### src/rtl/cp0_unit.sv
`default_nettype none
// ============================================================================
//  Module   : cp0_unit
//  Purpose  : Minisys-1A system control coprocessor. Holds BadVAddr, Count,
//             Compare, Status, Cause and EPC, serves mfc0/mtc0, performs the
//             hardware side of exception entry / eret and raises the gated
//             interrupt request. State changes on the falling clock edge.
//  Options  : CP0_TIMER_EN - builds the Count/Compare timer (off by default).
//  Revision : 1.0 - initial release
// ============================================================================
module cp0_unit #(
  parameter int          NUM_HW_IRQ = 6,
  parameter int          COUNT_DIV  = 2,
  parameter logic [31:0] EXC_VECTOR = 32'h0000_F000
) (
  input  logic                  clock,
  input  logic                  reset,
  input  logic [4:0]            cp0_addr,
  input  logic                  cp0_wen,
  input  logic [31:0]           cp0_wdata,
  output logic [31:0]           cp0_rdata,
  input  logic [NUM_HW_IRQ-1:0] hw_irq,
  input  logic                  exc_req,
  input  logic [4:0]            exc_code,
  input  logic [31:0]           exc_pc,
  input  logic                  exc_bd,
  input  logic [31:0]           exc_badvaddr,
  input  logic                  eret,
  output logic                  int_req,
  output logic [31:0]           exc_target,
  output logic [31:0]           status_out,
  output logic [31:0]           cause_out,
  output logic [31:0]           epc_out
);

  localparam logic [4:0]  c_ADDR_BADVADDR = 5'd8;
  localparam logic [4:0]  c_ADDR_COUNT    = 5'd9;
  localparam logic [4:0]  c_ADDR_COMPARE  = 5'd11;
  localparam logic [4:0]  c_ADDR_STATUS   = 5'd12;
  localparam logic [4:0]  c_ADDR_CAUSE    = 5'd13;
  localparam logic [4:0]  c_ADDR_EPC      = 5'd14;
  localparam logic [31:0] c_STATUS_MASK   = 32'h0000_FF1F;
  localparam logic [31:0] c_STATUS_RESET  = 32'h0000_FC01;

  logic [31:0] r_status;
  logic [31:0] r_epc;
  logic [31:0] r_badvaddr;
  logic        r_bd;
  logic [4:0]  r_exccode;
  logic [1:0]  r_ip_sw;
  logic [5:0]  w_ip_hw;
  logic        w_ti;
  logic [31:0] w_count_rd;
  logic [31:0] w_compare_rd;
  logic [7:0]  w_ip;
  logic [31:0] w_cause;
  logic        w_exl;
  logic        w_mtc0;

  assign w_exl  = r_status[1];
  // An mtc0 only lands when neither exception entry nor eret claims the cycle.
  assign w_mtc0 = cp0_wen & ~exc_req & ~eret;

  // Sample each implemented external interrupt line into its Cause.IP bit.
  for (genvar i = 0; i < 6; i++) begin : g_ip
    if (i < NUM_HW_IRQ) begin : g_used
      logic r_q;
      always_ff @(negedge clock) begin
        if (!reset) r_q <= 1'b0;
        else        r_q <= hw_irq[i];
      end
      assign w_ip_hw[i] = r_q;
    end else begin : g_unused
      assign w_ip_hw[i] = 1'b0;
    end
  end

  // Software-visible register state: exception entry beats eret beats mtc0.
  always_ff @(negedge clock) begin
    if (!reset) begin
      r_status   <= c_STATUS_RESET;
      r_epc      <= '0;
      r_badvaddr <= '0;
      r_bd       <= 1'b0;
      r_exccode  <= '0;
      r_ip_sw    <= '0;
    end else if (exc_req) begin
      // A nested exception (EXL already set) must not clobber the return PC.
      if (!w_exl) begin
        r_epc <= exc_bd ? (exc_pc - 32'd4) : exc_pc;
        r_bd  <= exc_bd;
      end
      r_exccode   <= exc_code;
      r_status[1] <= 1'b1;
      if (exc_code == 5'd4 || exc_code == 5'd5) r_badvaddr <= exc_badvaddr;
    end else if (eret) begin
      r_status[1] <= 1'b0;
    end else if (cp0_wen) begin
      case (cp0_addr)
        c_ADDR_STATUS: r_status <= cp0_wdata & c_STATUS_MASK;
        c_ADDR_CAUSE:  r_ip_sw  <= cp0_wdata[9:8];
        c_ADDR_EPC:    r_epc    <= cp0_wdata;
        default:       ;
      endcase
    end
  end

`ifdef CP0_TIMER_EN
  localparam int c_PW = (COUNT_DIV > 1) ? $clog2(COUNT_DIV) : 1;

  logic [c_PW-1:0] r_presc;
  logic [31:0]     r_count;
  logic [31:0]     r_compare;
  logic            r_ti;
  logic            w_tick;
  logic [31:0]     w_count_inc;
  logic            w_wr_count;
  logic            w_wr_compare;

  assign w_tick       = (r_presc == c_PW'(COUNT_DIV - 1));
  assign w_count_inc  = r_count + 32'd1;
  assign w_wr_count   = w_mtc0 & (cp0_addr == c_ADDR_COUNT);
  assign w_wr_compare = w_mtc0 & (cp0_addr == c_ADDR_COMPARE);

  // Prescaled Count with a sticky Compare match; a Compare write acknowledges it.
  always_ff @(negedge clock) begin
    if (!reset) begin
      r_presc   <= '0;
      r_count   <= '0;
      r_compare <= 32'hFFFF_FFFF;
      r_ti      <= 1'b0;
    end else begin
      if (w_wr_count) begin
        r_count <= cp0_wdata;
        r_presc <= '0;
      end else if (w_tick) begin
        r_count <= w_count_inc;
        r_presc <= '0;
      end else begin
        r_presc <= r_presc + 1'b1;
      end
      if (w_wr_compare) r_compare <= cp0_wdata;
      if (w_wr_compare)
        r_ti <= 1'b0;
      else if (!w_wr_count && w_tick && (w_count_inc == r_compare))
        r_ti <= 1'b1;
    end
  end

  assign w_ti         = r_ti;
  assign w_count_rd   = r_count;
  assign w_compare_rd = r_compare;
`else
  assign w_ti         = 1'b0;
  assign w_count_rd   = '0;
  assign w_compare_rd = '0;
`endif

  // IP[7] is shared by external line 5 and the timer match.
  assign w_ip    = {w_ip_hw[5] | w_ti, w_ip_hw[4:0], r_ip_sw};
  assign w_cause = {r_bd, w_ti, 14'd0, w_ip, 1'b0, r_exccode, 2'b00};

  assign int_req    = (|(w_ip & r_status[15:8])) & r_status[0] & ~w_exl;
  assign status_out = r_status;
  assign cause_out  = w_cause;
  assign epc_out    = r_epc;

  // mfc0 read multiplexer; unmapped addresses read zero.
  always_comb begin
    cp0_rdata = '0;
    case (cp0_addr)
      c_ADDR_BADVADDR: cp0_rdata = r_badvaddr;
      c_ADDR_COUNT:    cp0_rdata = w_count_rd;
      c_ADDR_COMPARE:  cp0_rdata = w_compare_rd;
      c_ADDR_STATUS:   cp0_rdata = r_status;
      c_ADDR_CAUSE:    cp0_rdata = w_cause;
      c_ADDR_EPC:      cp0_rdata = r_epc;
      default:         cp0_rdata = '0;
    endcase
  end

  // Redirect target for the pipeline, valid in the same cycle as its strobe.
  always_comb begin
    exc_target = '0;
    if (exc_req)   exc_target = EXC_VECTOR;
    else if (eret) exc_target = r_epc;
  end

endmodule
`default_nettype wire

### config.mk
export PLATFORM = sky130hd
export DESIGN_NAME = cp0_unit
export DESIGN_NICKNAME = d
export VERILOG_FILES = /design/src/rtl/cp0_unit.sv
export SDC_FILE = /design/constraint.sdc
export NUM_CORES = 1
export LEC_CHECK = 0
export BUFFER_PORTS_ARGS = -buffer_cell sky130_fd_sc_hd__buf_2
export CORE_MARGIN = 3
export CORE_UTILIZATION = 45
export DETAILED_ROUTE_END_ITERATION = 10
export PLACE_DENSITY = 0.8
export SYNTH_ARGS = -nofsm -noshare
export SYNTH_HDL_FRONTEND = slang
export SYNTH_SLANG_ARGS = --single-unit
### constraint.sdc
create_clock -name clock -period 3.15 [get_ports clock]
set_input_delay 0.63 -clock clock [delete_from_list [all_inputs] [get_ports clock]]
set_output_delay 0.63 -clock clock [all_outputs]
set_load 0.005 [all_outputs]
; ---- Word level (Yosys, flattened, before mapping)
; Index checks and enable logic that the tools add are counted.
[word_totals]
latch_bits = 0
mem_bits_ro = 0
wordCells = 53
mem_bits_rw = 0
reg_bits = 91
mem_count = 0
output_inout_bits = 161
[op_classes]
div_mod_pow = 0
n_eq_ne = 8
muxes = 13
multipliers = 0
bitwise = 6
n_lt_le_gt_ge = 0
n_reduce_logical = 12
shifts = 0
add_sub_neg = 1
[op_table]
columns = operator, n
row1 = 32-bit 2-to-1 mux, 8
row2 = 32-bit one-hot mux with 4 select lines, 1
row3 = 32-bit by 3-bit subtractor with 32-bit output (second input constant), 1
row4 = 5-bit by 4-bit equality test with 1-bit output (second input constant), 4
row5 = 4-bit AND reduction, 3
row6 = 5-bit by 3-bit equality test with 1-bit output (second input constant), 2
row7 = 8-bit bitwise AND, 1
row8 = 8-bit OR reduction, 1
row9 = 2-bit AND reduction, 3
row10 = 3-bit nonzero test, 2
row11 = 2-bit 2-to-1 mux, 2
row12 = 2-bit inequality test (second input constant), 2
row13 = 2-bit nonzero test, 2
row14 = 1-bit NOT, 3
row15 = 1-bit bitwise AND, 2
row16 = 1-bit 2-to-1 mux, 2
row17 = 1-bit logical OR, 1

; ---- Longest topological paths before layout
[logic_depth]
ltp_word = 5
mapped_depth = 8
depth_no_buf = 7

==> flow_summary.ini <==
[setup_path]
path_depth = 4
slowest_stage = dfxtp_2
cp_max_fo = 3
cp.arrival_ns = 3.13
critPathBufInv = 1
required_ns = 2.52
r2r_setup_slack_ns = 1.42
crit_start = g_ip[3].g_used.r_q
r2r_cells = 8
path_class = flip-flop to output pin
worstSetupStartpointType = flip-flop
path_delay_family = compound AO/OA/AOI/OAI gates
crit_end = int_req
worstPathCellList = a22o_1, a221oi_2, a311oi_1, buf_2
end_kind = output pin
worst_path_largest_cell_delay_ns = 0.34
r2r-end = epc_out[23]
regToRegStartpoint = status_out[1]

[final_layout]
final_area_um2 = 9750
n_antenna_cell = 0
area_delta_synth_final_pct = 82.4
final_cell_mix = buf_2 (170), buf_6 (118), nand2_1 (114), buf_4 (114), inv_1 (100)
fin_nets = 1267
mostFrequentLayoutCell = buf_2
drive_above_1_share_pct = 52.8
fillers = 630

[cts]
cts_tree = yes
worstSkewPairLatency_ns = 0.43
path_clk_slew_ns = 0.07
cts-root-buf = clkbuf_16
cts_buffer_depth = 2
clkSinkCount = 91
cts_hold_buf = 0
cts_inserted_buffers = 9
htreeDepth = 3

[route]
post-route-drc-count = 0
vias_per_cell = 6.04
routedWlPerCell_um = 22.8
via_count = 7827
wirelength_um = 29500
first_iter_violations = 1031
drt-pass1-iter-count = 6
detail-route-antenna-nets = 0

[die]
initial_utilization_pct = 46.4
die_area_um2 = 13200
core_um2 = 11500
dieWidth_um = 115
die_y_um = 115
rows = 39
ios = 279

[global_routing]
grt_pass1_wl_um = 38400
antenna_found_initial = 1
gr-usage-all-layers_pct = 37.4
grt_max_degree = 33
grt_pass1_vias = 7425
grt.overflow.total = 0

[sta]
worst_slack_ns = -0.614
maxSlewViolCount = 0
finalSetupViolCount = 128
rsz0062_at_grt = true
fin_skew_ns = 0.0301
hold_violations = 0

[place]
hpwlAfterDp_um = 16500
place_area_um2 = 7450
place_congestion = 0.930
port_buffers = 241

[yosys]
synth.yosys.seq_area_share_pct = 34.1
postSynthAreaPerCell_um2 = 7.78
synthFlopType = dfxtp_1
synth.distinct_cells = 58
ys_ff_latch = 91
yosysWarnings = 0
synthArstFlopShare_pct = 0
syn-instance-count = 687
syn_area_um2 = 5340
synth_enable_flop_cells = 0

[hold_path]
hp-class = flip-flop to flip-flop

[pwr]
p_leak_uw = 0.00482
p_total_uw = 3620
irDropWorstVdd_uv = 335
powerDensity_nw_per_um2 = 372

[status]
outcome = finished, violations left
violations = negative setup slack

[job]
maxCapViolations = 0
-- cell usage after synthesis (2+ instances only) --
master | n | area share [%]
nand4_1 | 6 | 0.70
a211o_1 | 3 | 0.49
and4_1 | 2 | 0.33
o21ai_0 | 12 | 1.1
buf_2 | 2 | 0.19
nand2_1 | 130 | 9.1
nor4_4 | 3 | 1.2
nor2b_1 | 3 | 0.35
a222oi_1 | 5 | 0.94
mux2_2 | 3 | 0.63
nand3_1 | 38 | 3.6
a22oi_1 | 24 | 3.4
inv_1 | 11 | 0.77
nand4b_1 | 2 | 0.33
and2_1 | 34 | 4.0
nor3_1 | 9 | 0.84
xnor2_1 | 13 | 2.1
a22o_1 | 17 | 2.8
nor3b_2 | 2 | 0.47
nor2_1 | 36 | 2.5
nand2b_1 | 4 | 0.47
dfxtp_1 | 91 | 34
or4_1 | 4 | 0.56
or3_1 | 5 | 0.59
o211ai_1 | 12 | 1.7
buf_4 | 45 | 6.3
a211oi_1 | 3 | 0.42
xor2_1 | 12 | 2.0
nor4_1 | 6 | 0.70
mux2i_1 | 15 | 2.8
clkbuf_1 | 46 | 3.2
a31oi_1 | 7 | 0.82
a221oi_1 | 2 | 0.33
a21oi_1 | 50 | 4.7
o221ai_1 | 5 | 0.82
nand3b_1 | 2 | 0.28
nor4b_1 | 2 | 0.33
-- kinds of logic after synthesis --
family / after synthesis / share of synthesized area, %
compound gates: 149 / 19.0
buf+inv: 106 / 10.8
mux: 18 / 3.44
simple gates: 296 / 28.2
flops: 91 / 34.1
other cells: 1 / 0.0702
fa+ha+maj: 1 / 0.234
xor+xnor: 25 / 4.10
-- per-stage QoR --
step | hold WS [ns] | worst slack, ns | cells | utilization (%) | TNS, ns
global placement | 0.448 | -0.679 | 1133 | 64.7 | -33.56
global route | 0.484 | -0.666 | 1295 | 84.6 | -22.25
detailed placement | 0.451 | -0.706 | 1133 | 64.7 | -35.34
CTS | 0.457 | -0.482 | 1272 | 79.2 | -13.32
finish | 0.457 | -0.614 | 1295 | 84.6 | -18.08
floorplan | 0.438 | -0.569 | 723 | - | -20.71
-- registers in the layout (all words and copies together) (netlist names) --
name	cells
status_out	13
epc_out	32
r_exccode	5
r_badvaddr	32
g_ip.g_used.r_q	6
r_ip_sw	2
r_bd	1
-- cell type report --
cell class | instances | area, µm² | share of cell area (%)
Sequential cell | 91 | 1960 | 20.1
Multi-Input combinational cell | 529 | 3670 | 37.7
Clock buffer | 9 | 225 | 2.31
Inverter | 11 | 41.3 | 0.424
Tap cell | 143 | 179 | 1.84
Clock inverter | 97 | 389 | 3.99
Timing Repair Buffer | 415 | 3280 | 33.6
-- worst min-delay path, delay by kind of cell (launching register included) --
| family | cells | cell delay, ns |
|---|---|---|
| compound gates | 1 | 0.05 |
| simple gates | 1 | 0.06 |
| flops | 1 | 0.30 |
-- layer usage --
metal | wire length, µm | vias to the layer above | part of all wire (%) | track usage, %
met2 | 14100 | 761 | 48 | 64.1
li1 | - | 3272 | - | -
met1 | 9770 | 3589 | 33 | 39.5
met3 | 3370 | 203 | 11 | 12.3
met5 | 7 | - | 0.024 | 0
met4 | 2190 | 2 | 7.4 | 23.6
-- worst min path at each step --
stage                     end  cells past startpoint           start
2_1_floorplan   r_badvaddr[1]                      2   r_badvaddr[1]
3_3_place_gp   r_badvaddr[27]                      2  r_badvaddr[27]
3_5_place_dp    r_badvaddr[6]                      2   r_badvaddr[6]
4_1_cts         r_badvaddr[6]                      2   r_badvaddr[6]
5_1_grt        r_badvaddr[21]                      2  r_badvaddr[21]
6_report       r_badvaddr[27]                      2  r_badvaddr[27]
-- report_power, final --
group,switching (µW),total (µW),leakage [µW],internal [µW]
combinational,370,751,0.00343,381
clock,908,1610,0.000624,697
sequential,63.7,1270,0.000767,1200
-- repair_timing --
action	CTS	global route
setup buffers	33	28
setup endpoints to repair	144	152
gates cloned	1	4
gates resized for setup	213	109
pin swaps	49	51
Note: power is estimated with default switching activity, not from simulation.
